File: config.mk
export PLATFORM = sky130hd
export DESIGN_NAME = mult_arbiter
export DESIGN_NICKNAME = d
export VERILOG_FILES = /design/src/rtl/mult_arbiter.sv
export SDC_FILE = /design/constraint.sdc
export NUM_CORES = 1
export LEC_CHECK = 0
export ABC_AREA = 1
export CORE_MARGIN = 5
export CORE_UTILIZATION = 45
export CTS_BUF_LIST = sky130_fd_sc_hd__clkbuf_8
export CTS_CLUSTER_DIAMETER = 50
export DETAILED_ROUTE_END_ITERATION = 16
export PLACE_DENSITY = 0.83
export SETUP_SLACK_MARGIN = 0.2
export SYNTH_ARGS = -nofsm -noshare
export SYNTH_HDL_FRONTEND = slang
export SYNTH_SLANG_ARGS = --single-unit
File: constraint.sdc
create_clock -name clk -period 1.86 [get_ports clk]
set_clock_uncertainty 0.1 [all_clocks]
set_input_delay 0.279 -clock clk [delete_from_list [all_inputs] [get_ports clk]]
set_output_delay 0.279 -clock clk [all_outputs]
set_load 0.02 [all_outputs]
File: src/rtl/mult_arbiter.sv
// Two-requester round-robin front end for a shared shift-add multiplier.
// Owns the sequencing; the shift register and accumulator live outside.
module mult_arbiter #(
  parameter int BW = 5,
  localparam int PW = 8 + BW
) (
  input  logic          clk,
  input  logic          rst_n,
  input  logic          req0,
  input  logic          req1,
  input  logic [7:0]    a0,
  input  logic [7:0]    a1,
  input  logic [BW-1:0] b0,
  input  logic [BW-1:0] b1,
  output logic          gnt0,
  output logic          gnt1,
  output logic          done0,
  output logic          done1,
  output logic [PW-1:0] p0,
  output logic [PW-1:0] p1,
  output logic          busy,
  output logic [1:0]    sr_sel,
  output logic [PW-1:0] sr_d,
  output logic          acc_ld,
  output logic          acc_clr,
  input  logic [PW-1:0] acc_q
);

  localparam int CW = $clog2(BW + 1);
  localparam logic [CW-1:0] CLAST = CW'(BW - 1);

  typedef enum logic [1:0] {
    IDLE,
    LOAD,
    MUL,
    DONE
  } state_t;

  state_t        st;
  state_t        st_n;
  logic          own;
  logic          last;
  logic [7:0]    aq;
  logic [BW-1:0] bq;
  logic [CW-1:0] cnt;
  logic          elig0;
  logic          elig1;
  logic          pick;

  // A requester is not re-granted during its own done pulse.
  assign elig0 = req0 & ~done0;
  assign elig1 = req1 & ~done1;
  assign pick  = (elig0 & elig1) ? ~last : elig1;

  assign busy = (st != IDLE);
  assign gnt0 = busy & ~own;
  assign gnt1 = busy & own;
  assign sr_d = {{BW{1'b0}}, aq};

  always_comb begin
    st_n    = st;
    sr_sel  = 2'b00;
    acc_ld  = 1'b0;
    acc_clr = 1'b0;
    unique case (st)
      IDLE: begin
        if (elig0 | elig1)
          st_n = LOAD;
      end
      LOAD: begin
        sr_sel  = 2'b01;
        acc_clr = 1'b1;
        st_n    = MUL;
      end
      MUL: begin
        sr_sel = 2'b10;
        acc_ld = bq[0];
        if (cnt == CLAST)
          st_n = DONE;
      end
      DONE: begin
        st_n = IDLE;
      end
    endcase
  end

  always_ff @(posedge clk or negedge rst_n) begin
    if (!rst_n) begin
      st    <= IDLE;
      own   <= 1'b0;
      last  <= 1'b1;
      aq    <= '0;
      bq    <= '0;
      cnt   <= '0;
      done0 <= 1'b0;
      done1 <= 1'b0;
      p0    <= '0;
      p1    <= '0;
    end else begin
      st    <= st_n;
      done0 <= 1'b0;
      done1 <= 1'b0;
      unique case (st)
        IDLE: begin
          if (elig0 | elig1) begin
            own <= pick;
            aq  <= pick ? a1 : a0;
            bq  <= pick ? b1 : b0;
          end
        end
        LOAD: begin
          cnt <= '0;
        end
        MUL: begin
          bq  <= bq >> 1;
          cnt <= cnt + CW'(1);
        end
        DONE: begin
          last <= own;
          if (own) begin
            p1    <= acc_q;
            done1 <= 1'b1;
          end else begin
            p0    <= acc_q;
            done0 <= 1'b1;
          end
        end
      endcase
    end
  end

endmodule

======== After elaboration in Yosys (flattened, before gate mapping) ========
Cells that the tools add are included.
storage, ports and cells
  bits in registers ....................... 48
  latch bits .............................. 0
  RAM bits ................................ 0
  memory bits (read-only) ................. 0
  bits of input ports ..................... 43
  output and inout bits ................... 48
  logic and storage cells ................. 52
  memories ................................ 0
operators by class
  $add $sub $neg .......................... 1
  $mul .................................... 0
  divide/modulo/power cells ............... 0
  $lt $le $gt $ge ......................... 0
  equality and inequality tests ........... 6
  shift-type cells ........................ 0
  multiplexer cells ....................... 16
  bitwise operators ....................... 10
  reductions and logical operators ........ 9
operator list
  operator                                             number
  2-to-1 mux 5 bit                                     2
  case mux 5 bit (2 select lines)                      1
  AND reduction 2 bit                                  5
  2-to-1 mux 8 bit                                     1
  case mux 2 bit (4 select lines)                      1
  2-to-1 mux 1 bit                                     7
  case mux 3 bit (2 select lines)                      1
  nonzero test 2 bit                                   3
  AND 1 bit                                            5
  equality test 2 bit, second input constant           2
  2-to-1 mux 2 bit                                     2
  != test 2 bit, second input constant                 2
  NOT 1 bit                                            4
  case mux 2 bit (2 select lines)                      1
  adder 3 x 1 -> 3 bit, second input constant          1
  equality test 3 bit, second input constant           1
  equality test 2 x 1 -> 1 bit, second input constant  1
  logical NOT 2 bit                                    1
  OR 1 bit                                             1

======== Logic depth before layout (Yosys ltp) ========
  depth in word-level cells ............... 7
  gate-level depth with buffers ........... 8

======== Worst setup path before layout ========
No wires, ideal clock.
  path type ............................... reg2reg
  from .................................... reg st[0]
  to ...................................... reg bq[0]
  setup time .............................. 0.065 ns
  arrival time ............................ 1.366 ns
  setup slack ............................. 0.329 ns
  stages on the path, launching flop included .. 9
  clock period less this slack ............ 1.531 ns
  path through ............................ dfrtp_1 > inv_1 > ha_1 > inv_2 > nand2_1 > nand2_2 > nor2_1 > nand2_1 > nand2_1
between the ends
  cells in the longest elaborated chain, start to end .. 3
  elaborated cells between the ends (all ways) .. 6
  those cells by class .................... 2 x eq/ne; 1 x mux; 3 x reduce/logical
ends and longest elaborated chain
  what                                                                  RTL line  source
  start, declared                                                       39        state_t st;
  start signal, assigned                                                100       st <= st_n;
  equality test 2 bit or logical NOT 2 bit (tied branches)              103       unique case (st)
  nonzero test 2 bit (no source line) or != test 2 bit (tied branches)  n/a
  AND reduction 2 bit (no source line)                                  n/a
  end signal, assigned                                                  108       bq <= pick ? b1 : b0;
  end signal, assigned                                                  115       bq <= bq >> 1;
  end, declared                                                         44        logic [BW-1:0] bq;
Parallel ways exist; a longest one is shown, timed or not.
A chain may end at the register's enable or synchronous reset.

======== Worst setup path in the final report ========
  from .................................... reg st[0]
  to ...................................... out acc_ld
between the ends
  cells in the longest elaborated chain, start to end .. 2
ends and longest elaborated chain
  what                 RTL line  source
  equality test 2 bit  65        unique case (st)
  2-to-1 mux 1 bit     65
  end, declared        24        output logic acc_ld,
Every way passes these cells.

==> out/results.ini <==
[timing]
slew_violations = 0
part_of_the_cycle_the_worst_path_needs_pct = 86.6
layout_min_cycle_time_ns = 1.61
timing_hold_violations_final = 0
whs_ns = 0.383
setup_repair_after_global_routing_missed_its_margin = true
fmax_ghz = 0.621
worst-slew-pin-transition_ns = 0.591
fin_tns_setup_ns = 0
final-setup-viol-count = 0
slew_headroom_pct = 60.6

[drt]
detailroute.via_count = 1942
initialDrtViolationCount = 50
detail_route.wirelength_um = 5540
firstDrtPassIters = 4
detail-route-antenna-nets = 0
post_drt_wl_per_cell_um = 13.1
detail_route.vias_per_cell = 4.58
drc_errors = 0

[status]
status = finished clean

[synthesis]
post_synth_xor_area_fraction_pct = 0.388
synth_ff_type = sky130_fd_sc_hd__dfrtp_1
dominant_combinational_cell_family_by_area_after_synthesis = simple AND/OR/NAND/NOR gates
basic_gate_share_of_the_synthesized_area_counting_and_or_nand_and_nor_cells_pct = 22.9
post_synth_fa_ha_maj_area_fraction_pct = 3.32
synth.cell_area_mm2 = 0.00226
synth-seq-cells = 48
synthesis.yosys.warnings = 0
synth_mux_area_share_pct = 0
synth.avg_cell_area_um2 = 8.49
syn-instance-count = 266
postSynth.asyncResetShare_pct = 100
synth_compound_gate_area_share_pct = 9.14
synth-seq-area-share_pct = 53.2
post_synth_edffs = 0
synth_cell_type_count = 25

[grt]
first_global_vias = 1964
grt_usage_pct = 17.5
grt_pass1_wl_um = 8850
global_route.overflow_total = 0
grt_max_degree = 49
initial_antenna_violation_count = 0

[clock_tree]
cts_htree_levels = 2
cts_sinks = 48
max_buffers_root_to_sink = 2
cts_root_buffer = sky130_fd_sc_hd__clkbuf_8
clock_insertion_delay_worst_skew_ns = 0.29
cts_tree = built
cts-buffers-inserted = 5
clkSlewWorstSetupHoldPaths_ns = 0.09

[power_and_ir_drop]
powerDensity_mw_per_mm2 = 1700
switchingPower_uw = 2440
power_leakage_uw = 0.00186
power_switching_share_pct = 44.0
irDropWorstVdd_uv = 837
power_report.internal_total_uw = 3110
combinationalPowerShare_pct = 53.6
clock_power_share_pct = 13.0
power.sequential.fraction_pct = 33.4

[setup_path]
worst-setup-path-type = reg2out
critPathSlowestCell = sky130_fd_sc_hd__dfrtp_1
worst_ep_required_time_ns = 1.48
critPathMaxFanout = 3
cp_data_arrival_time_ns = 1.23
crit_chain = inv_2, ha_2, nand2_1, inv_1, buf_4
setup.worst_path.end_class = output port
worst_path_largest_cell_delay_ns = 0.41
cp-start-kind = flip-flop

[placement]
port_buffers = 85
dpl.hpwl_um = 3900
gp_congestion = 0.803

[min_path]
min-delay-path-class = reg2reg

[cells_and_area]
syn2layout_area_growth_pct = 45.1
ratio_of_cells_with_drive_above_1_in_the_final_layout_pct = 10.6
fin_nets = 405
antenna_cells_inserted = 0

[floorplanning]
rows = 25
die-width_um = 80.8
die_area_mm2 = 0.00654
floorplan_core_area_mm2 = 0.00479
die_h_um = 80.8
initial_util_pct = 47.2
boundaryPins = 91

[flow_run]
max_cap_violations = 0

cells by family after synthesis:
| group | Yosys count |
|---|---|
| XOR/XNOR | 1 |
| AND/OR/NAND/NOR | 121 |
| flip-flops | 48 |
| other | 1 |
| buffers and inverters | 49 |
| adder cells (fa/ha/maj) | 6 |
| AO/OA/AOI/OAI | 40 |
placed cells by master (no fill, tap or decap), types with 2 or more instances in the layout:
| cell | Yosys | layout |
|---|---|---|
| sky130_fd_sc_hd__clkbuf_8 | 0 | 5 |
| sky130_fd_sc_hd__clkdlybuf4s50_1 | 0 | 41 |
| sky130_fd_sc_hd__o21ai_1 | 8 | 8 |
| sky130_fd_sc_hd__inv_2 | 2 | 3 |
| sky130_fd_sc_hd__o21ai_0 | 28 | 28 |
| sky130_fd_sc_hd__dfrtp_1 | 47 | 47 |
| sky130_fd_sc_hd__inv_1 | 33 | 32 |
| sky130_fd_sc_hd__nor2_1 | 22 | 22 |
| sky130_fd_sc_hd__nand2_1 | 79 | 78 |
| sky130_fd_sc_hd__conb_1 | 1 | 5 |
| sky130_fd_sc_hd__nand2_2 | 3 | 2 |
| sky130_fd_sc_hd__dlymetal6s2s_1 | 0 | 14 |
| sky130_fd_sc_hd__dlygate4sd2_1 | 0 | 22 |
| sky130_fd_sc_hd__buf_4 | 6 | 6 |
| sky130_fd_sc_hd__buf_2 | 3 | 7 |
| sky130_fd_sc_hd__nand2_4 | 2 | 5 |
| sky130_fd_sc_hd__a21oi_1 | 2 | 2 |
| sky130_fd_sc_hd__nand3_1 | 12 | 12 |
| sky130_fd_sc_hd__ha_1 | 6 | 4 |
per-layer routing:
metal  part of all wire (%)  vias up  routed length (um)  global-route usage (%)
met2                     46       78                2550                    28.3
met4                    1.1        0                  59                    6.08
met3                     12        7                 672                    6.87
li1                       -      984                   -                       -
met5                      0        -                   0                       0
met1                     41      873                2260                    21.2
per-stage QoR:
| stage | worst slack (ns) | area (um^2) | util, % | std cells | total power, uW |
|---|---|---|---|---|---|
| 3_3_place_gp | 0.0576 | 3130 | 65.4 | 412 | 4870 |
| 3_5_place_dp | 0.0379 | 3130 | 65.4 | 412 | 4960 |
| 6_report | 0.250 | 3280 | 68.5 | 424 | 5560 |
| 4_1_cts | 0.146 | 3230 | 67.4 | 422 | 5570 |
| 2_1_floorplan | 0.329 | 2270 | - | 270 | 3650 |
| 5_1_grt | 0.165 | 3280 | 68.5 | 424 | 6020 |
power groups by stage:
stage          registers [uW]  logic [uW]  clock network [uW]
2_1_floorplan            2310        1340                   0
3_3_place_gp             1850        3010                   0
3_5_place_dp             1870        3080                   0
4_1_cts                  1860        2960                 751
5_1_grt                  1920        3300                 801
6_report                 1850        2980                 724
critical path: cells and delay by family, from the launching register on:
kind	cells	cell delay [ns]
adders and majority gates	1	0.20
buffers and inverters	3	0.28
DFF	1	0.41
and+or+nand+nor	1	0.05
state kept, by name, indices dropped and copies added (netlist names):
| signal | flops |
|---|---|
| done1 | 1 |
| st | 2 |
| cnt | 3 |
| aq | 8 |
| own | 1 |
| bq | 5 |
| p0 | 13 |
| p1 | 13 |
| done0 | 1 |
| last | 1 |
timing repair:
item | 4_1_cts | 5_1_grt
endpoints found under the setup margin | 30 | 30
gates resized for setup | 52 | 23
hold endpoints to repair | 47 | 0
setup buffers | 1 | 1
hold buffers | 1 | 0
pin swaps | 0 | 1
cloned | 0 | 1
final cells by class:
cell class	count	area, um^2
Inverter	36	150
Clock buffer	5	68.8
Multi-Input combinational cell	174	865
Timing Repair Buffer	91	868
Clock inverter	3	38.8
Sequential cell	48	1200
Fill cell	407	1510
Tap cell	67	83.8
worst paths after layout:
kind | from | end | slack (ns) | depth (start not counted)
worst min-delay path | p1[3] | p1[3] | 0.38 | 2
min in group asynchronous | rst_n | st[0] | 0.51 | 3
worst min register to register | p1[3] | p1[3] | 0.38 | 2
worst max register to register | st[1] | st[0] | 0.32 | 6
worst max-delay path | st[0] | acc_ld | 0.25 | 5
max in group asynchronous | rst_n | p1[6] | 0.75 | 3
synth_stat cells (all sizes together) (2+ instances only):
master | count | share of area (%)
a21oi | 2 | 0.44
o21ai | 37 | 8.4
inv | 35 | 5.8
buf | 12 | 4.2
dfrtp | 47 | 52
nor2 | 23 | 4.2
nand3 | 13 | 3.4
ha | 6 | 3.3
nand2 | 84 | 15
No activity file was read; power rests on OpenSTA's default activity.
